==> src/rtl/rv32i_pkg.sv <==
// rv32i_pkg: fetch defaults, BTB entry layout and 2-bit counter training helper
package rv32i_pkg;
   localparam logic [31:0] START_PC = 32'h0000_8000;
   localparam int BTB_ENTRIES = 16;
   typedef enum logic [1:0] {
      CNT_SNT = 2'b00,
      CNT_WNT = 2'b01,
      CNT_WT  = 2'b10,
      CNT_ST  = 2'b11
   } cnt_e;
   typedef struct packed {
      logic        valid;
      logic [29:0] tag;
      logic [31:0] target;
      cnt_e        cnt;
   } btb_entry_t;
   function automatic cnt_e cnt_train(cnt_e c, logic taken);
      return taken ? (c == CNT_ST ? CNT_ST : cnt_e'(c + 2'd1))
                   : (c == CNT_SNT ? CNT_SNT : cnt_e'(c - 2'd1));
   endfunction
endpackage

==> src/rtl/branch_predictor.sv <==
// branch_predictor: direct-mapped BTB with 2-bit counters, lookup on fetch PC, training from execute
module branch_predictor #(
   parameter int ENTRIES = 16
) (
   input  logic        clk,
   input  logic        rst,
   input  logic [31:0] i_pc,
   output logic        o_predict_taken,
   output logic [31:0] o_target,
   input  logic        i_upd_en,
   input  logic [31:0] i_upd_pc,
   input  logic        i_upd_taken,
   input  logic [31:0] i_upd_target
);
   import rv32i_pkg::*;
   localparam int IW = $clog2(ENTRIES);
   btb_entry_t       r_btb [ENTRIES];
   btb_entry_t       w_rd;
   btb_entry_t       w_ud;
   logic [IW-1:0]    w_uidx;
   logic [29:0]      w_utag;
   logic             w_uhit;
   always_comb begin
      w_rd            = r_btb[i_pc[IW+1:2]];
      w_uidx          = i_upd_pc[IW+1:2];
      w_utag          = 30'(i_upd_pc[31:IW+2]);
      w_ud            = r_btb[w_uidx];
      w_uhit          = w_ud.valid && w_ud.tag == w_utag;
      o_predict_taken = w_rd.valid && w_rd.tag == 30'(i_pc[31:IW+2]) && w_rd.cnt[1] && i_pc[1:0] == 2'b00;
      o_target        = w_rd.target;
   end
   // only valid bits are reset; a written entry is seen by lookups from the next cycle on
   always_ff @(posedge clk) begin
      if (rst) begin
         for (int i = 0; i < ENTRIES; i++) r_btb[i].valid <= 1'b0;
      end else if (i_upd_en && w_uhit) begin
         r_btb[w_uidx].cnt <= cnt_train(w_ud.cnt, i_upd_taken);
         if (i_upd_taken) r_btb[w_uidx].target <= i_upd_target;
      end else if (i_upd_en && i_upd_taken) begin
         r_btb[w_uidx] <= '{valid: 1'b1, tag: w_utag, target: i_upd_target, cnt: CNT_WT};
      end
   end
endmodule

==> src/rtl/fetch_stage.sv <==
// fetch_stage: PC register and next-PC selection feeding a 1-cycle synchronous instruction memory
module fetch_stage #(
   parameter logic [31:0] START_PC    = rv32i_pkg::START_PC,
   parameter int          BTB_ENTRIES = rv32i_pkg::BTB_ENTRIES
) (
   input  logic        CLK,
   input  logic        RST,
   input  logic        stall,
   input  logic        fail_predictD,
   input  logic        fail_predictE,
   input  logic [31:0] nextpc,
   output logic [31:0] imem_addr,
   input  logic [31:0] imem_rdata,
   output logic [31:0] pcF,
   output logic [31:0] instF,
   output logic        predict_takenF,
   input  logic        upd_en,
   input  logic [31:0] upd_pc,
   input  logic        upd_taken,
   input  logic [31:0] upd_target
);
   logic [31:0] r_pc;
   logic [31:0] w_pc_next;
   logic [31:0] w_btb_target;
   logic        w_pred;
   branch_predictor #(.ENTRIES(BTB_ENTRIES)) u_bp (
      .clk            (CLK),
      .rst            (RST),
      .i_pc           (r_pc),
      .o_predict_taken(w_pred),
      .o_target       (w_btb_target),
      .i_upd_en       (upd_en),
      .i_upd_pc       (upd_pc),
      .i_upd_taken    (upd_taken),
      .i_upd_target   (upd_target)
   );
   // redirect outranks stall so a squashed, stalled fetch still moves to the target
   always_comb begin
      w_pc_next = RST                            ? START_PC
                : (fail_predictD | fail_predictE) ? nextpc
                : stall                          ? r_pc
                : w_pred                         ? w_btb_target
                :                                  r_pc + 32'd4;
   end
   always_ff @(posedge CLK) r_pc <= w_pc_next;
   assign imem_addr      = w_pc_next;
   assign pcF            = r_pc;
   assign instF          = imem_rdata;
   assign predict_takenF = w_pred;
endmodule

==> config.mk <==
export PLATFORM = sky130hd
export DESIGN_NAME = fetch_stage
export DESIGN_NICKNAME = d
export VERILOG_FILES = /design/src/rtl/rv32i_pkg.sv /design/src/rtl/branch_predictor.sv /design/src/rtl/fetch_stage.sv
export SDC_FILE = /design/constraint.sdc
export NUM_CORES = 1
export LEC_CHECK = 0
export BUFFER_PORTS_ARGS = -buffer_cell sky130_fd_sc_hd__buf_2
export CAP_MARGIN = 10
export CELL_PAD_IN_SITES_DETAIL_PLACEMENT = 1
export CELL_PAD_IN_SITES_GLOBAL_PLACEMENT = 1
export CORE_UTILIZATION = 43
export CTS_CLUSTER_DIAMETER = 200
export DETAILED_ROUTE_END_ITERATION = 7
export PLACE_DENSITY_LB_ADDON = 0.1
export SLEW_MARGIN = 20
export SYNTH_ARGS = -nofsm -noshare
export SYNTH_HDL_FRONTEND = slang
export SYNTH_HIERARCHICAL = 1
export SYNTH_SLANG_ARGS = --single-unit
==> constraint.sdc <==
create_clock -name CLK -period 6.1 [get_ports CLK]
set_clock_uncertainty 0.1 [all_clocks]
set_input_delay 0.305 -clock CLK [delete_from_list [all_inputs] [get_ports CLK]]
set_output_delay 0.305 -clock CLK [all_outputs]
set_load 0.01 [all_outputs]
=== Yosys cells after proc, flatten, opt, wreduce, memory -nomap -nowiden ===
Memory sizes are Yosys's and may differ from the RTL's. A register that Yosys moved wholly into a read port is not among the register bits.
Cells that the tools add are included.

* Bitwise gates (word level): 3
* Eq/ne operators: 3
* Add/sub/neg operators: 3
* Mux-type cells: 25
* Reduce and logical (&&, ||, !) cells: 9

{| class="wikitable"
|+ Operators by type and width
! kind !! count
|-
| $mux 32 || 5
|-
| $mux 61 || 1
|-
| $reduce_or 61->1 || 1
|-
| $eq 30x26->1 || 2
|-
| $add 32x3->32 const B || 1
|-
| $mux 1 || 13
|-
| $mux 2 || 4
|-
| $mux 4 || 2
|-
| $logic_and 1x1->1 || 6
|-
| $logic_not 2->1 || 2
|-
| $or 1x1->1 || 3
|-
| $add 2x1->2 const B || 1
|-
| $eq 2x2->1 const B || 1
|-
| $sub 2x1->2 const B || 1
|}

* Output and inout bits: 97
* Input bits: 135
* Word-level logic and storage cells: 45
* Memories: 1
* Bits in writable memories: 976
* Bits in registers: 32

{| class="wikitable"
|+ Memory list
! memory !! depth !! width !! rd ports !! clocked after Yosys merged registers in !! write ports !! RTL line !! RTL
|-
| u_bp.r_btb || 16 || 61 || 2 || 1 || 16 || branch_predictor.sv:17 || <nowiki>btb_entry_t r_btb [ENTRIES];</nowiki>
|}

=== Depth between registers and ports, before layout ===
Gate-level depths: netlist of run 1.
An unclocked memory read counts as a cell.

* Depth in word-level cells: 10
* Depth in mapped cells: 19
* Gate-level depth less buffers: 13

=== Hierarchy ===
The synthesis of run 1 kept the hierarchy.

{| class="wikitable"
|+ By module, submodules not included
! module !! instances !! cells each !! area an instance (µm²)
|-
| branch_predictor || 1 || 1894 || 41432.2
|-
| fetch_stage || 1 || 334 || 2498.6
|}

=== Worst setup path before layout of run 1 ===
No wires, ideal clock.

* Path kind: register -> output
* Start: register r_pc[2] (netlist: pcF[2])
* End: output port imem_addr[10]
* Buffers on the path: 5
* Data arrival time: 5.081 ns
* Path slack: 0.614 ns
* Cell stages (with the launch flop): 16
* Required time: 5.695 ns
* Cells stage by stage: dfxtp_1 -> clkbuf_1 -> clkbuf_1 -> buf_1 -> mux4_2 -> mux4_2 -> xor2_1 -> nor4_1 -> nand4_1 -> nor4_1 -> clkbuf_1 -> buf_1 -> nand2_1 -> o41ai_1 -> nand2_1 -> a311oi_1

* Longest elaborated chain between the ends: 5

{| class="wikitable"
|+ RTL lines
! element !! RTL line !! RTL
|-
| from (decl) || fetch_stage.sv:22 || <nowiki>logic [31:0] r_pc;</nowiki>
|-
| from (signal assigned) || fetch_stage.sv:45 || <nowiki>always_ff @(posedge CLK) r_pc <= w_pc_next;</nowiki>
|-
| $add 32x3->32 || fetch_stage.sv:43 || <nowiki>: r_pc + 32'd4;</nowiki>
|-
| $mux 32 || fetch_stage.sv:42 || <nowiki>: w_pred ? w_btb_target</nowiki>
|-
| $mux 32 || fetch_stage.sv:41 || <nowiki>: stall ? r_pc</nowiki>
|-
| $mux 32 || fetch_stage.sv:40 || <nowiki>: (fail_predictD | fail_predictE) ? nextpc</nowiki>
|-
| $mux 32 || fetch_stage.sv:39 || <nowiki>w_pc_next = RST ? START_PC</nowiki>
|-
| to (decl) || fetch_stage.sv:12 || <nowiki>output logic [31:0] imem_addr,</nowiki>
|}

Every way passes these cells.

=== Final worst setup path of run 1 ===
* Start: register r_pc[2] (netlist: pcF[2])
* End: output port imem_addr[31]

Same word-level chain as after synthesis.

==> impl_results.md, run 1 <==
- Synth warn: 6
- Vias in the first global route: 26000
- Most frequent cell after synthesis: edfxtp_1
- Dpl hpwl: 82800 um
- Crit end category: output pin
- Period utilisation layout: 96.3%
- Fillers: 9161
- Leak: 16.3 nW
- Top post-synthesis cells by count: 960 x edfxtp_1, 376 x mux4_2, 84 x nand2_1
- Met3 wire len: 9820 um
- Die area: 103000 um^2
- Layout cells sized above 1: 33.8%
- Final Hold Viols: 0
- Max-slew headroom: 31.2%
- CP Launch Type: flip-flop
- Clk_lat worst skew: 0.71 ns
- Synth top area share: 65.6%
- Area of the multi-input gates: 13300 um^2
- TNS Setup: 0 ns
- Top FF cell, synth: edfxtp_1
- Slew Limit Fails: 0
- Highest metal used: met5
- CTS Sinks: 1008
- Syn avg cell area: 19.7 um^2
- Largest net degree at the start of global routing: 77
- Total grt overflow: 0
- Mapped cell area: 43900 um^2
- Post-place setup slack: 0.817 ns
- Avg Vias per Cell: 6.26
- Achievable Freq: 170 MHz
- Ports: 232
- Synth Instances: 2228
- Critical Path Fanout Max: 25
- CTS H-tree depth: 3
- Vias post-DR: 24800
- Register area: 29800 um^2
- Synth area leader: edfxtp_1
- Placer Congestion: 0.808
- Starting Density: 43.6%
- Seq/Total Area, Yosys: 67.8%
- Core region area: 101000 um^2
- Crit path largest cell delay: 0.59 ns
- Required @ worst endpoint: 5.69 ns
- CTS Root Cell: clkbuf_16
- Arr. time, crit path: 5.47 ns
- First-pass iteration count of the detailed router: 7
- Worst-Margin Slew: 1.03 ns
- Buffers and inverters on the worst path: 5
- Max cap viols: 0
- Power Dens Cells: 304 nW/um^2
- CTS tree: built
- DR iter-0 viols: 2444
- CP top delay family: simple AND/OR/NAND/NOR gates
- Clk slew on worst S/H paths: 0.06 ns
- Nets: 2649
- Remaining antenna violation count after routing: 0
- Num rows: 116
- FFs w/ async S/R, synth: 0%
- TritonCTS buffer count: 108
- Maximum root-to-sink buffer count: 3
- Met2 wire len: 65600 um
- Critical path class: reg2out
- GR Util All Layers: 26.3%
- Syn_nets: 2364
- Drt drc: 0
- CP cell instances: buf_16, mux4_2, mux4_2, xor2_1, nor4_2, nand3_1, nor4_2, buf_4, inv_1, buf_4, nand2_1, nor2_1, a311oi_1, buf_2
- Synth cell types: 76
- WL final: 136000 um
- Final worst slack: 0.225 ns
- Number of flops mapped to enable cells by yosys: 960
- Die Ht: 322 um
- Met1 WL: 56100 um
- Hold Path Class: in2reg
- Global-route wire length before repair: 192000 um
- #FFs+latches synth: 1008
- Outcome: finished, final reports clean
- Antenna violations before repair: 10
- CP max-delay cell: a311oi_1
- Minimum clock period: 5.88 ns
- Synth top area cells: edfxtp_1 66%, mux4_2 19%, dfxtp_1 2.2%, mux2i_1 1.5%, xor2_1 0.80%
- Area growth syn-to-layout: 16.4%
- Average wire per cell in the routed design: 34.3 um
- RSZ-0062 raised after global routing: no
- Worst vdd ir: 0.295 mV
- Die Wd: 322 um
- # setup viols final: 0
- # port buffers: 165
==> logic make-up (layout without fill, tap and decap cells) <==
kind of cell | Yosys count | in the layout | synth area share (%)
AND/OR/NAND/NOR | 262 | 262 | 2.94
XOR/XNOR | 55 | 55 | 1.10
AO/OA/AOI/OAI | 224 | 224 | 3.83
flip-flops | 1008 | 1008 | 67.8
other | 0 | 5 | 0
adder cells (fa/ha/maj) | 2 | 2 | 0.0513
multiplexers | 470 | 470 | 21.9
buffers and inverters | 207 | 579 | 2.34
==> cells in the final DEF (no fill, tap or decap), drive strengths merged, types with 14 or more instances in the layout <==
| master | Yosys | final |
|---|---|---|
| edfxtp | 960 | 960 |
| mux4 | 389 | 389 |
| buf | 97 | 256 |
| clkbuf | 76 | 132 |
| dlygate4sd3 | 0 | 90 |
| nand2 | 84 | 84 |
| nor2 | 69 | 69 |
| mux2i | 64 | 64 |
| clkinv | 2 | 50 |
| dfxtp | 48 | 48 |
| xor2 | 40 | 40 |
| a21oi | 37 | 37 |
| inv | 32 | 33 |
| a211oi | 32 | 32 |
| o21ai | 19 | 19 |
| nand4 | 18 | 18 |
| mux2 | 17 | 17 |
| nand3 | 16 | 16 |
| o2bb2ai | 16 | 16 |
| o221ai | 15 | 15 |
| xnor2 | 15 | 15 |
| nor4 | 15 | 15 |
| o22ai | 14 | 14 |
| a221oi | 14 | 14 |
==> state kept, by name (all words and copies together) (netlist names) <==
name	count
pcF	32
u_bp/r_btb	976
==> worst register-to-register path: stages (launching register included) <==
cell and delay (ns):
dfxtp_4 0.46, buf_16 0.26, mux4_2 0.58, mux4_2 0.55, xor2_1 0.19, nor4_2 0.44
nand3_1 0.23, nor4_2 0.32, buf_4 0.22, inv_1 0.09, buf_4 0.20, nand2_1 0.28
nor2_1 0.11, a311oi_1 0.59
==> cell type report <==
cell class / count / area share, %
clock inverter: 67 / 1.37
timing repair buffer: 348 / 5.18
tap: 1357 / 3.32
antenna: 5 / 0.0245
clock buffer: 130 / 5.55
inverter: 34 / 0.250
sequential: 1008 / 58.3
multi-input combinational: 1013 / 26.0
==> metal layers <==
metal | vias to the layer above | global-route usage, %
met5 | - | 0
met4 | 6 | 8.50
met3 | 237 | 5.36
met2 | 1024 | 42.3
met1 | 13500 | 36.1
li1 | 10000 | -
==> path summary, 6_finish.rpt <==
path	startpoint	endpoint	slack [ns]	depth (start not counted)
min reg2reg	u_bp/r_btb[4][60]	u_bp/r_btb[4][60]	0.38	1
max reg2reg	pcF[2]	pcF[31]	1.33	13
min	upd_taken	u_bp/r_btb[15][46]	0.10	3
max	pcF[2]	imem_addr[31]	0.22	14
==> power by group <==
part           internal, mW  switching (mW)  leakage [nW]
combinational         0.537           0.704          5.59
clock                  3.78            2.76          1.72
sequential             7.64          0.0903          9.03
total                  12.0            3.56          16.3
==> per-stage QoR <==
stage	instance area [um^2]	utilization (%)	std cells	hold slack, ns	power, mW
5_1_grt	51100	50.7	3962	0.0832	16.0
4_1_cts	51000	50.6	3955	0.0681	15.6
3_5_place_dp	46600	46.2	3668	0.379	9.05
2_1_floorplan	43900	-	2228	0.304	8.56
3_3_place_gp	46600	46.2	3668	0.375	9.03
6_report	51100	50.7	3962	0.101	15.5
==> timing repair <==
action                     CTS  global route
hold endpoints to repair   960             0
gates resized for setup      0             4
hold buffers                90             0
setup endpoints to repair    0             8
setup buffers                0             0
(Power assumes the default switching activity.)
==> inputs of run 2 (changes only) <==
Settings changed: CORE_MARGIN from default to 10, TNS_END_PERCENT from default to 10.
==> impl_results.md, run 2 (same netlist as run 1, synthesis figures left out) <==
- WL final: 136000 um (about the same)
- Clk slew on worst S/H paths: 0.06 ns (about the same)
- Required @ worst endpoint: 5.69 ns (about the same)
- CTS tree: built (unchanged)
- Placer Congestion: 0.817 (was 0.808)
- CTS Sinks: 1008 (unchanged)
- Internal power: 12.1 mW (was 12.0 mW)
- Placed cells: 3691 (was 3668)
- Global-route wire length before repair: 195000 um (was 192000 um)
- Outcome: finished, final reports clean (unchanged)
- Ports: 232 (unchanged)
- Average wire per cell in the routed design: 34.2 um (was 34.3 um)
- CP cell instances: buf_12, buf_4, mux4_2, xor2_1, nor4_4, buf_4, nand3_1, nor4_2, buf_4, buf_4, nor2b_1, buf_4, a221oi_1, a311oi_1, buf_2 (was buf_16, mux4_2, mux4_2, xor2_1, nor4_2, nand3_1, nor4_2, buf_4, inv_1, buf_4, nand2_1, nor2_1, a311oi_1, buf_2)
- CP top delay family: buffers and inverters (was simple AND/OR/NAND/NOR gates)
- Power Dens Cells: 305 nW/um^2 (was 304 nW/um^2)
- Top cell by count, worst path: buf_4
- Slew Limit Fails: 0 (unchanged)
- First-pass iteration count of the detailed router: 5 (was 7)
- Vias in the first global route: 26300 (was 26000)
- Commonest non-fill, non-tap cell in the layout: edfxtp_1 (unchanged)
- Sw Ratio: 22.8% (was 22.9%)
- Maximum root-to-sink buffer count: 3 (unchanged)
- Worst-Margin Slew: 1.15 ns (was 1.03 ns)
- Vias post-DR: 24900 (was 24800)
- Max cap viols: 0 (unchanged)
- Buffers and inverters on the worst path: 7 (was 5)
- Antenna violations before repair: 5 (was 10)
- Dpl hpwl: 83900 um (was 82800 um)
- Drt drc: 0 (unchanged)
- Die Ht: 340 um (was 322 um)
- Avg Vias per Cell: 6.25 (was 6.26)
- TritonCTS buffer count: 109 (was 108)
- Biggest register: u_bp/r_btb (unchanged)
- Remaining antenna violation count after routing: 0 (unchanged)
- Largest net degree at the start of global routing: 107 (was 77)
- DR iter-0 viols: 2317 (was 2444)
- # port buffers: 165 (unchanged)
- PnR Total Power: 15.6 mW (was 15.5 mW)
- Hold_ws: 0.106 ns (was 0.101 ns)
- Period utilisation layout: 97.2% (was 96.3%)
- Achievable Freq: 169 MHz (was 170 MHz)
- Core region area: 102000 um^2 (was 101000 um^2)
- Net Sw Power: 3.56 mW (about the same)
- Clk_lat worst skew: 0.71 ns (about the same)
- Crit path largest cell delay: 0.61 ns (was 0.59 ns)
- Cell Area, Placed: 46600 um^2 (about the same)
- Minimum clock period: 5.93 ns (was 5.88 ns)
- # setup viols final: 0 (unchanged)
- Fillers: 9271 (was 9161)
- CTS Root Cell: clkbuf_16 (unchanged)
- Die area: 115000 um^2 (was 103000 um^2)
- Flop pwr share: 49.4% (was 49.8%)
- Area growth syn-to-layout: 16.6% (was 16.4%)
- Die Wd: 340 um (was 322 um)
- Num rows: 117 (was 116)
- Final Hold Viols: 0 (unchanged)
- Clock share of power: 42.5% (was 42.2%)
- GR Util All Layers: 23.2% (was 26.3%)
- Nets: 2664 (was 2649)
- Hold Path Class: in2reg (unchanged)
- Non-Filler Instances: 3985 (was 3962)
- Most frequent cells in the layout: 960 x edfxtp_1, 376 x mux4_2, 162 x buf_2 (unchanged)
- Starting Density: 43.2% (was 43.6%)
- CP Launch Type: flip-flop (unchanged)
- Arr. time, crit path: 5.52 ns (was 5.47 ns)
- Leak: 16.4 nW (was 16.3 nW)
- CTS H-tree depth: 3 (unchanged)
- Final instance area: 51200 um^2 (was 51100 um^2)
- CP max-delay cell: mux4_2 (was a311oi_1)
- Max reg flops: 976 (unchanged)
- Worst vdd ir: 0.239 mV (was 0.295 mV)
- Max-slew headroom: 23.3% (was 31.2%)
- Critical path class: reg2out (unchanged)
- Crit end category: output pin (unchanged)
- Total grt overflow: 0 (unchanged)
- Comb pwr share: 8.1% (was 8.0%)
- TNS Setup: 0 ns (unchanged)
- RSZ-0062 raised after global routing: no (unchanged)
- Layout cells sized above 1: 33.9% (was 33.8%)
- Critical Path Fanout Max: 40 (was 25)
[run 2: cell types whose count changed in the layout (fill, tap and decap cells not counted), moves of 2 or more]
cell / before / now
clkinv_2: 23 / 17
clkbuf_16: 111 / 109
clkinvlp_4: 7 / 2
nor3_2: 1 / 3
clkbuf_1: 18 / 21
buf_4: 80 / 96
diode_2: 5 / 1
nor3_4: 2 / 0
clkinv_4: 2 / 0
clkinv_1: 22 / 29
bufinv_16: 11 / 13
buf_12: 11 / 13
buf_16: 2 / 0
[run 2: cell type report]
type | instances | area, um^2 | share of cell area (%)
timing repair buffer | 362 | 2710 | 5.28
inverter | 34 | 128 | 0.249
clock buffer | 133 | 2850 | 5.56
multi-input combinational | 1013 | 13300 | 25.9
antenna | 1 | 2.50 | 0.00488
clock inverter | 66 | 746 | 1.46
sequential | 1008 | 29800 | 58.2
tap | 1368 | 1710 | 3.34
[run 2: worst min-delay path, cell delays in order]
cell,delay [ns]
buf_2,0.11
nand2_1,0.06
a21o_1,0.23
a311oi_1,0.12
[run 2: worst paths after layout]
kind,depth (start not counted),start,slack [ns],to
max,15,pcF[4],0.17,imem_addr[26]
min reg2reg,1,u_bp/r_btb[1][60],0.39,u_bp/r_btb[1][60]
max reg2reg,14,pcF[4],1.26,pcF[26]
min,4,nextpc[31],0.11,pcF[31]
[run 2: routing by layer]
layer  track usage, %  vias up  wire [um]
met2             38.1      979      66600
met3             4.15      229       8840
li1                 -    10000          -
met1             31.6    13600      57200
met4             6.43        2       3730
met5                0        -         13
[run 2: metrics by stage]
stage | setup WS (ns) | util, %
2_1_floorplan | 0.614 | -
3_3_place_gp | 0.0977 | 45.9
3_5_place_dp | 0.205 | 45.9
4_1_cts | 0.0380 | 50.4
5_1_grt | 0.0238 | 50.4
6_report | 0.171 | 50.4
[run 2: what timing repair did]
action / 4_1_cts / 5_1_grt
setup endpoints to repair: 32 / 11
buffers inserted: 4 / 1
hold buffers: 89 / 0
gates cloned: 0 / 0
gates resized for setup: 1 / 4
hold endpoints to repair: 959 / 0
[run 2: power groups by stage]
| stage | registers, mW | logic [mW] | clock network, mW |
|---|---|---|---|
| after floorplan | 7.83 | 0.729 | 0 |
| after global placement | 7.87 | 1.17 | 0 |
| after detailed placement | 7.88 | 1.19 | 0 |
| after CTS | 7.72 | 1.26 | 6.78 |
| after global routing | 7.72 | 1.34 | 7.04 |
| final | 7.72 | 1.26 | 6.63 |
